`config.mk`:
```
export PLATFORM = sky130hd
export DESIGN_NAME = fifo_rd_streamer
export DESIGN_NICKNAME = d
export VERILOG_FILES = /design/src/rtl/fifo_rd_streamer.sv
export SDC_FILE = /design/constraint.sdc
export NUM_CORES = 1
export LEC_CHECK = 0
export BUFFER_PORTS_ARGS = -buffer_cell sky130_fd_sc_hd__buf_4
export CAP_MARGIN = 20
export CORE_MARGIN = 4
export CORE_UTILIZATION = 50
export CTS_BUF_LIST = sky130_fd_sc_hd__clkbuf_4 sky130_fd_sc_hd__clkbuf_8
export DETAILED_ROUTE_END_ITERATION = 10
export MAX_ROUTING_LAYER = met4
export PLACE_DENSITY = 0.68
export SYNTH_ARGS = -nofsm -noshare
export SYNTH_HDL_FRONTEND = slang
export SYNTH_SLANG_ARGS = --single-unit
```
`constraint.sdc`:
```
create_clock -name clk_i -period 4.4 [get_ports clk_i]
set_clock_uncertainty 0.2 [all_clocks]
set_input_delay 0.44 -clock clk_i [delete_from_list [all_inputs] [get_ports clk_i]]
set_output_delay 0.44 -clock clk_i [all_outputs]
set_load 0.005 [all_outputs]
```
`src/rtl/fifo_rd_streamer.sv`:
```
// Purpose: read-side master for a dual-clock FIFO; turns registered FIFO reads into a valid/ready stream.
// Latency: fifo_ren_o in cycle n -> word at m_data_o with m_valid_o=1 from cycle n+2 (buffer ahead empty);
//          en_i rising in IDLE -> earliest fifo_ren_o one cycle later.
// Backpressure: reads are only issued when a buffer slot is reserved, so m_ready_i low stalls reads, never drops.
//
// Ports:
//   clk_i, rst_i          read-domain clock, synchronous active-high reset
//   en_i                  1 = fetch from FIFO, 0 = stop issuing reads and drain
//   fifo_empty_i          FIFO empty flag (same clock domain)
//   fifo_ren_o            FIFO read enable
//   fifo_rdata_i          FIFO read data, valid the cycle after fifo_ren_o
//   m_valid_o/m_data_o    output stream word, held while m_ready_i is low
//   m_ready_i             downstream accept
//   idle_o                IDLE state: no read in flight, buffer empty
//   word_cnt_o            accepted output beats, wraps
module fifo_rd_streamer #(
  parameter int DATA_WIDTH = 32,
  parameter int OUT_DEPTH  = 4,
  parameter int CNT_WIDTH  = 16
) (
  input  logic                  clk_i,
  input  logic                  rst_i,
  input  logic                  en_i,
  input  logic                  fifo_empty_i,
  output logic                  fifo_ren_o,
  input  logic [DATA_WIDTH-1:0] fifo_rdata_i,
  output logic                  m_valid_o,
  output logic [DATA_WIDTH-1:0] m_data_o,
  input  logic                  m_ready_i,
  output logic                  idle_o,
  output logic [CNT_WIDTH-1:0]  word_cnt_o
);

  localparam int OCC_W = $clog2(OUT_DEPTH + 1);
  localparam int PTR_W = $clog2(OUT_DEPTH);
  localparam int LAST  = OUT_DEPTH - 1;
  localparam logic [OCC_W:0]   DEPTH_C  = OUT_DEPTH[OCC_W:0];
  localparam logic [PTR_W-1:0] LAST_PTR = LAST[PTR_W-1:0];

  typedef enum logic [1:0] {
    ST_IDLE = 2'd0,
    ST_RUN  = 2'd1,
    ST_STOP = 2'd2
  } state_t;

  state_t                state_q, state_d;
  logic [OCC_W-1:0]      occ_q, occ_d;
  logic                  inflight_q;
  logic [PTR_W-1:0]      rd_ptr_q, wr_ptr_q;
  logic [DATA_WIDTH-1:0] buf_q [OUT_DEPTH];
  logic [OCC_W:0]        reserved;
  logic                  push, pop;

  function automatic logic [PTR_W-1:0] ptr_inc(input logic [PTR_W-1:0] p);
    return (p == LAST_PTR) ? '0 : p + 1'b1;
  endfunction

  // Slots already committed: words held plus the word returning next cycle.
  // One extra bit so the sum never truncates.
  assign reserved = {1'b0, occ_q} + {{OCC_W{1'b0}}, inflight_q};

  // Depends only on registered state, the empty flag and reset; en_i and
  // m_ready_i reach it only through registers.
  assign fifo_ren_o = ~rst_i & (state_q == ST_RUN) & ~fifo_empty_i & (reserved < DEPTH_C);

  assign push      = inflight_q;
  assign m_valid_o = (occ_q != '0);
  assign pop       = m_valid_o & m_ready_i;
  assign m_data_o  = buf_q[rd_ptr_q];
  assign idle_o    = (state_q == ST_IDLE);

  always_comb begin
    occ_d = occ_q;
    case ({push, pop})
      2'b10:   occ_d = occ_q + 1'b1;
      2'b01:   occ_d = occ_q - 1'b1;
      default: occ_d = occ_q;
    endcase
  end

  // STOP looks at the next-cycle occupancy so idle_o rises the cycle right
  // after the last beat. No reads issue in STOP, so next inflight is 0, and a
  // word still in flight keeps occ_d non-zero.
  always_comb begin
    state_d = state_q;
    case (state_q)
      ST_IDLE: if (en_i) state_d = ST_RUN;
      ST_RUN:  if (!en_i) state_d = ST_STOP;
      ST_STOP: begin
        if (en_i)              state_d = ST_RUN;
        else if (occ_d == '0)  state_d = ST_IDLE;
      end
      default: state_d = ST_IDLE;
    endcase
  end

  always_ff @(posedge clk_i) begin
    if (rst_i) begin
      state_q    <= ST_IDLE;
      occ_q      <= '0;
      inflight_q <= 1'b0;
      rd_ptr_q   <= '0;
      wr_ptr_q   <= '0;
      word_cnt_o <= '0;
    end else begin
      state_q    <= state_d;
      occ_q      <= occ_d;
      inflight_q <= fifo_ren_o;
      if (push) wr_ptr_q <= ptr_inc(wr_ptr_q);
      if (pop) begin
        rd_ptr_q   <= ptr_inc(rd_ptr_q);
        word_cnt_o <= word_cnt_o + 1'b1;
      end
    end
  end

  // Entries cleared on reset so the head reads as zero out of reset.
  always_ff @(posedge clk_i) begin
    if (rst_i) begin
      for (int i = 0; i < OUT_DEPTH; i++) buf_q[i] <= '0;
    end else if (push) begin
      buf_q[wr_ptr_q] <= fifo_rdata_i;
    end
  end

endmodule

```
---- After elaboration in Yosys (flattened, before gate mapping) ----
Memories as Yosys holds them, arrays and structs flattened. A register that Yosys moved wholly into a read port is not among the register bits.
Cells that the tools add are included.
word-level totals
  logic and storage cells ................. 52
  bits in registers ....................... 26
  RAM bits ................................ 128
  memories kept ........................... 1
cells by class
  equality and inequality tests ........... 9
  order comparisons ....................... 1
  muxes and demuxes ....................... 18
  bitwise operators ....................... 6
  add/subtract/negate cells ............... 6
  reductions and logical operators ........ 5
memory list
  name   words  bits a word  rd ports  clocked after memory_dff  wr ports  line  RTL
  buf_q  4      32           1         1                         4         50    logic [DATA_WIDTH-1:0] buf_q [OUT_DEPTH];
operators with widths
  cell                     number
  $mux W32                 1
  $reduce_or A32 Y1        1
  $mux W2                  9
  $add A16 B1 Y16 const B  1
  $eq A2 B2 Y1 const B     4
  $mux W1                  6
  $pmux W2 S3              1
  $pmux W3 S2              1
  $add A2 B1 Y2 const B    2
  $add A3 B1 Y4            1
  $and A1 B1 Y1            4
  $eq A2 B1 Y1 const B     2
  $lt A4 B3 Y1 const B     1
  $ne A2 B2 Y1 const B     2
  $add A3 B1 Y3 const B    1
  $logic_not A3 Y1         1
  $ne A3 B3 Y1 const B     1
  $reduce_and A3 Y1        1
  $reduce_bool A3 Y1       1
  $sub A3 B1 Y3 const B    1
  $logic_not A2 Y1         1
  $not A1 Y1               2

---- Longest topological paths before layout ----
Gate-level depths: netlist of run 1.
  word-level depth ........................ 8
  mapped depth ............................ 10
  depth with buffers taken out ............ 9

---- Worst setup path after synthesis of run 1 ----
OpenSTA, ideal clock, no wires.
  path kind ............................... reg-to-reg
  start point ............................. register occ_q[0]
  end point ............................... register state_q[1]
  cell stages (with the launch flop) ...... 10
  path buffers ............................ 1
  data required time ...................... 4.126 ns
  arrival ................................. 2.089 ns
  path slack .............................. 2.037 ns
  clock period less this slack ............ 2.363 ns
  cell sequence ........................... dfxtp_1 buf_4 o31ai_2 inv_1 ha_1 inv_1 fa_1 nor2b_1 a22o_1 a31oi_1
between the ends
  word-level cells in the longest chain between the ends .. 7
RTL lines
  what                                          line  RTL
  start: declaration                            47    logic [OCC_W-1:0] occ_q, occ_d;
  start signal: assignment                      100   occ_q <= '0;
  start signal: assignment                      107   occ_q <= occ_d;
  $reduce_bool A3 Y1                            67    assign m_valid_o = (occ_q != '0);
  $and A1 B1 Y1                                 68    assign pop = m_valid_o & m_ready_i;
  $eq A2 B1 Y1 or $eq A2 B2 Y1 (tied branches)  74    case ({push, pop})
  $pmux W3 S2 (*)                               74
  $logic_not A3 Y1 (*)                          91    else if (occ_d == '0) state_d = ST_IDLE;
  $ne A3 B3 Y1 (no source line) (*)             -
  $reduce_and A3 Y1 (no source line) (*)        -
  end signal: assignment                        106   state_q <= state_d;
  end: declaration                              46    state_t state_q, state_d;
Mark *: on every way between the ends. The rest lies on a longest branch, timed or not.
A chain may end at the register's enable or synchronous reset.

==> out/metrics.cfg, run 1 <==
[layout]
layout_common_cells = and2_1 (128), edfxtp_1 (128), buf_4 (92)
final_cell_count_no_fill = 728
final_util_pct = 59.9
nNetsFinal = 583
drive_above_1_share_pct = 29.7
diodes = 0
final_cell_area_mm2 = 0.00790
area_delta_synth_final_pct = 17.3
fillers = 1073

[place]
portBuffers = 87
gp_congestion = 0.763
place_inst = 698
place_area_mm2 = 0.00756
hpwl_mm = 7.92

[timing]
tightestPinTransition_ns = 0.982
period_share_pct = 67.6
setup_viol = 0
tns_ns = 0
slew_viol_final = 0
relSlewSlack_pct = 34.5
min_period_ns = 2.97
rsz0062_at_grt = false
finalHoldViolCount = 0
fmax_ghz = 0.336

[critical_path]
worst_setup_path_start_kind = flip-flop
crit_type = flip-flop to output pin
crit_fanout = 17
worstPathArrival_ns = 2.33
r2r_cells = 8
r2r_start = occ_q[0]$_SDFF_PP0_
worst_path_largest_cell_delay_ns = 0.71
reg2reg_slack_ns = 1.84
path_common_cell = buf_4
crit_path_end_kind = output pin
required_ns = 3.76
critical_path.endpoint = m_data_o[30]
r2r-end = state_q[1]$_SDFFE_PP0P_
slowest_stage = dfxtp_2
path_cells = buf_4, mux4_2, buf_4

[outcome]
run_status = finished, final reports clean

[drt]
wl_per_cell_um = 17.9
vias = 3761
drt_iter0_drc = 321
wirelength_mm = 13.0
drcViolationCount = 0
first_pass_iters = 4
ant_nets = 0
routed_via_density = 5.17

[logic_synthesis]
synth.largest_area_cell = edfxtp_1
synth_seq_cells = 156
syn-num-nets = 497
synth.top_cell.area_share_pct = 57.1
avgSynthCellArea_um2 = 14.8
seq_area_frac_synth_pct = 65.4
synthDistinctLibCells = 38
synthFlopType = edfxtp_1
synth_enable_flop_cells = 128
syn_area_mm2 = 0.00673
synthArstFlopShare_pct = 0
synth_cells = 455
synth_warnings = 0
ys_top_cells_by_area = edfxtp_1 (57%), and2_1 (12%), mux4_2 (11%), dfxtp_1 (8.3%), nor2_1 (0.95%)

[clock_tree]
clock_sinks = 156
cts_setup_buffers = 0
clock_path_buffers = 2
hold_buffers = 0
htreeDepth = 4
clkTransAtPathRegs_ns = 0.07
cts_inserted_buffers = 17
cts_tree = built
clockRootBuffer = clkbuf_8
worstSkewPairLatency_ns = 0.45
ctsResizeCount = 0

[die]
die_area_mm2 = 0.0154
fp.dieW_um = 124
start_util_pct = 51.1
core_area_mm2 = 0.0132
io_pins = 88
row_count = 42
die_h_um = 124

[power_and_ir_drop]
fin_total_pwr_mw = 3.25
p_leak_nw = 2.97
cellInternalPower_mw = 2.45
p_per_area_mw_per_mm2 = 411
power.share.sequential_pct = 53.9
ir_worst_vdd_mv = 0.214
switching_share_pct = 24.8
p_comb_share_pct = 16.8
netSwitchingPower_uw = 805
power_frac_clock_pct = 29.3

[global_route]
grt_max_degree = 33
grt_pass1_vias = 3877
grt_pass1_wl_mm = 20.2
antenna_found_initial = 0
overflow = 0
track_usage_pct = 18.6

[hold_path]
min_path_type = primary input to flip-flop
hold_depth = 3

[job]
cap_violations = 0

-- critical path, delay by kind of cell, from the launching register on --
family   cells  cell delay [ns]
buf+inv      2             0.59
flops        1             0.71
mux          1             0.57
-- flip-flops by register name, summed over array words and instances, names as in the netlist, named ones only --
register and flops:
rd_ptr_q 2, inflight_q 1, state_q 2, buf_q 128, wr_ptr_q 2, word_cnt_o 16, occ_q 3
-- layer usage --
layer	share of wire, %	global-route usage (%)	up-vias
met2	50	30.3	89
li1	-	-	1829
met3	5.3	4.04	19
met4	1.9	7.39	0
met1	43	22.7	1824
met5	0	-	-
-- worst min-delay path by stage --
| stage | start | endpoint |
|---|---|---|
| floorplan | rd_ptr_q[1]$_SDFFE_PP0N_ | flip-flop |
| global placement | rd_ptr_q[1]$_SDFFE_PP0N_ | flip-flop |
| detailed placement | rd_ptr_q[1]$_SDFFE_PP0N_ | flip-flop |
| CTS | en_i | state_q[0]$_SDFFE_PP0P_ |
| global route | en_i | state_q[0]$_SDFFE_PP0P_ |
| finish | en_i | state_q[0]$_SDFFE_PP0P_ |
-- synthesized netlist by cell type (2+ instances only) --
cell,n
buf_1,3
dfxtp_1,28
o21ai_0,3
or4_1,5
buf_2,4
mux4_2,32
ha_1,4
nor3_1,4
or2_2,3
xor2_1,7
nand3_1,5
a21oi_1,11
a31oi_1,3
nor2_1,17
edfxtp_1,128
and2_1,128
inv_1,7
a211oi_1,2
or3_1,5
nor3b_1,2
nand4_1,3
o31ai_1,4
nand2b_1,2
xnor2_1,5
and3_1,2
nand2_1,10
clkbuf_1,16
and4_1,2
-- power groups by stage --
stage	combinational (mW)	sequential [mW]	clock [mW]
after CTS	0.563	1.75	0.966
final	0.547	1.75	0.953
after detailed placement	0.560	1.79	0
after global routing	0.599	1.77	1.02
after floorplan	0.382	1.72	0
after global placement	0.555	1.78	0
-- final cells by class --
class	instances	area (um^2)	area share, %
sequential	156	4410	55.8
multi-input combinational	267	2220	28.1
timing repair buffer	92	691	8.74
clock buffer	21	264	3.34
tap	176	220	2.79
clock inverter	9	75.1	0.950
inverter	7	26.3	0.333
-- cells by family (layout without fill, tap and decap cells) --
group	count (synthesis)	after routing	share of synthesized area (%)
buf+inv	32	129	1.93
xor+xnor	12	12	1.56
compound gates	26	26	2.43
mux	33	33	10.9
simple gates	191	191	16.8
flops	156	156	65.4
fa+ha+maj	5	5	1.04
-- per-stage QoR --
step	setup slack [ns]	hold slack, ns
2_1_floorplan	2.04	0.254
3_3_place_gp	1.85	0.263
3_5_place_dp	1.83	0.266
4_1_cts	1.32	0.00333
5_1_grt	1.22	0.0442
6_report	1.43	0.0294
(Power assumes the default switching activity.)
==> inputs of run 2 (changes only) <==
--- a/config.mk
+++ b/config.mk
@@ -5,6 +5,7 @@
 export SDC_FILE = /design/constraint.sdc
 export NUM_CORES = 1
 export LEC_CHECK = 0
+export ABC_AREA = 1
 export BUFFER_PORTS_ARGS = -buffer_cell sky130_fd_sc_hd__buf_4
 export CAP_MARGIN = 20
 export CORE_MARGIN = 4
==> constraint.sdc (replaced) <==
create_clock -name clk_i -period 3 [get_ports clk_i]
set_clock_uncertainty 0.2 [all_clocks]
set_input_delay 0.3 -clock clk_i [delete_from_list [all_inputs] [get_ports clk_i]]
set_output_delay 0.3 -clock clk_i [all_outputs]
set_load 0.005 [all_outputs]
==> out/metrics.cfg, run 2 <==
[place]
hpwl_mm = 9.43
gp_congestion = 0.799
portBuffers = 87

[power_and_ir_drop]
p_per_area_mw_per_mm2 = 712
p_leak_nw = 3.48
ir_worst_vdd_mv = 0.314

[layout]
fillers = 1104
final_common_cell = nor2_1
largest_register = buf_q
largest_register_ffs = 128
top_regs = buf_q x128, word_cnt_o x16, occ_q x3
nNetsFinal = 838
layout_common_cells = nor2_1 (220), edfxtp_1 (128), buf_4 (99)
final_util_pct = 63.3
diodes = 0
area_delta_synth_final_pct = 23.9
drive_above_1_share_pct = 19.4

[die]
io_pins = 88
die_h_um = 124
core_area_mm2 = 0.0132
fp.dieW_um = 124
row_count = 42
start_util_pct = 51.1
die_area_mm2 = 0.0155

[timing]
setup_viol = 0
period_share_pct = 85.9
slew_viol_final = 0
fmax_ghz = 0.388
finalHoldViolCount = 0
min_period_ns = 2.58
tns_ns = 0
tightestPinTransition_ns = 0.508
rsz0062_at_grt = false
hold_slack_ns = 0.0260
relSlewSlack_pct = 66.0

[logic_synthesis]
yosysMostFrequentCell = nor2_1
synth.largest_area_cell = edfxtp_1
syn-num-nets = 722
synth_cells = 680
synth_seq_cells = 156
avgSynthCellArea_um2 = 9.95
synth.top_cell.area_share_pct = 56.8
synth_warnings = 0
seq_area_frac_synth_pct = 65.1
ys_top_cells_by_count = nor2_1 (220), edfxtp_1 (128), o21ai_0 (72)
synthDistinctLibCells = 34
synthArstFlopShare_pct = 0
synthFlopType = edfxtp_1
syn_area_mm2 = 0.00677
ys_top_cells_by_area = edfxtp_1 (57%), nor2_1 (12%), dfxtp_1 (8.3%), o21ai_0 (5.3%), inv_1 (3.3%)
synth_enable_flop_cells = 128

[clock_tree]
worstSkewPairLatency_ns = 0.43
htreeDepth = 4
cts_inserted_buffers = 17
clock_path_buffers = 2
clock_sinks = 156
clkTransAtPathRegs_ns = 0.09
hold_buffers = 27
cts_tree = built
ctsResizeCount = 0
cts_setup_buffers = 0
clockRootBuffer = clkbuf_8

[drt]
ant_nets = 0
drcViolationCount = 0
wl_per_cell_um = 15.4
drt_iter0_drc = 369
first_pass_iters = 5
routed_via_density = 5.22
wirelength_mm = 15.2
vias = 5139

[critical_path]
worstPathArrival_ns = 2.08
r2r_cells = 10
crit_fanout = 46
crit_path_end_kind = output pin
worst_setup_path_start_kind = flip-flop
required_ns = 2.50
reg2reg_slack_ns = 0.56
crit_type = flip-flop to output pin
r2r-end = state_q[1]$_SDFFE_PP0P_
r2r_start = occ_q[2]$_SDFF_PP0_

[global_route]
overflow = 0
grt_pass1_wl_mm = 25.0
grt_max_degree = 47
grt_pass1_vias = 5151
track_usage_pct = 20.7
antenna_found_initial = 0

[hold_path]
hold_depth = 3
min_from = fifo_rdata_i[14]
min_path_type = primary input to flip-flop
whs_endpoint = buf_q[3][14]$_DFFE_PP_

[job]
cap_violations = 0

[outcome]
run_status = finished, final reports clean

==> run 2: report_power, final <==
part	total, mW	switching (mW)	internal [mW]
Combinational	1.75	0.979	0.767
Clock	1.67	0.739	0.927
Sequential	2.56	0.0905	2.47
==> run 2: layout make-up <==
type | instances | area [um^2] | area share, %
Tap cell | 176 | 220 | 2.63
Timing Repair Buffer | 130 | 1090 | 13.0
Clock buffer | 20 | 256 | 3.06
Clock inverter | 12 | 171 | 2.04
Multi-Input combinational cell | 426 | 2000 | 23.8
Sequential cell | 156 | 4410 | 52.5
Inverter | 65 | 244 | 2.91
==> run 2: worst max-delay path by stage <==
stage          slack, ns  depth (start not counted)                      end           startpoint
2_1_floorplan       0.50                          3    buf_q[3][0]$_DFFE_PP_                rst_i
6_report            0.42                          4             m_data_o[19]            flip-flop
3_5_place_dp        0.57                         10  state_q[1]$_SDFFE_PP0P_  occ_q[2]$_SDFF_PP0_
4_1_cts             0.40                          4             m_data_o[19]            flip-flop
3_3_place_gp        0.66                         10  state_q[1]$_SDFFE_PP0P_  occ_q[2]$_SDFF_PP0_
5_1_grt             0.25                          4             m_data_o[11]            flip-flop
==> run 2: cell families after synthesis <==
group                      count (synthesis)  synth area share [%]
buffers and inverters                     98                  5.71
DFF                                      156                  65.1
xor gates and xnor gates                   2                 0.259
AOI/OAI and AO/OA                        120                  9.91
adders and majority gates                  5                  1.04
and+or+nand+nor                          299                  18.0
==> run 2: critical path: stages, from the launching register on <==
cell     delay, ns
dfxtp_2       0.54
buf_4         0.49
o21ai_0       0.18
o22ai_1       0.28
buf_4         0.17
==> run 2: metrics by stage <==
| stage | total power [mW] | std cells | setup slack, ns | instance area [um^2] |
|---|---|---|---|---|
| floorplan | 3.53 | 680 | 0.500 | 6770 |
| finish | 5.98 | 985 | 0.424 | 8390 |
| global route | 6.31 | 985 | 0.249 | 8390 |
| CTS | 6.02 | 985 | 0.402 | 8390 |
| global placement | 4.30 | 926 | 0.660 | 7690 |
| detailed placement | 4.34 | 926 | 0.574 | 7690 |
==> run 2: metal layers <==
layer	GRT usage (%)	up-vias	wire [um]
met5	-	-	0
met3	4.42	20	933
met1	26.3	2443	6590
met4	7.54	0	235
li1	-	2513	-
met2	33.0	163	7390
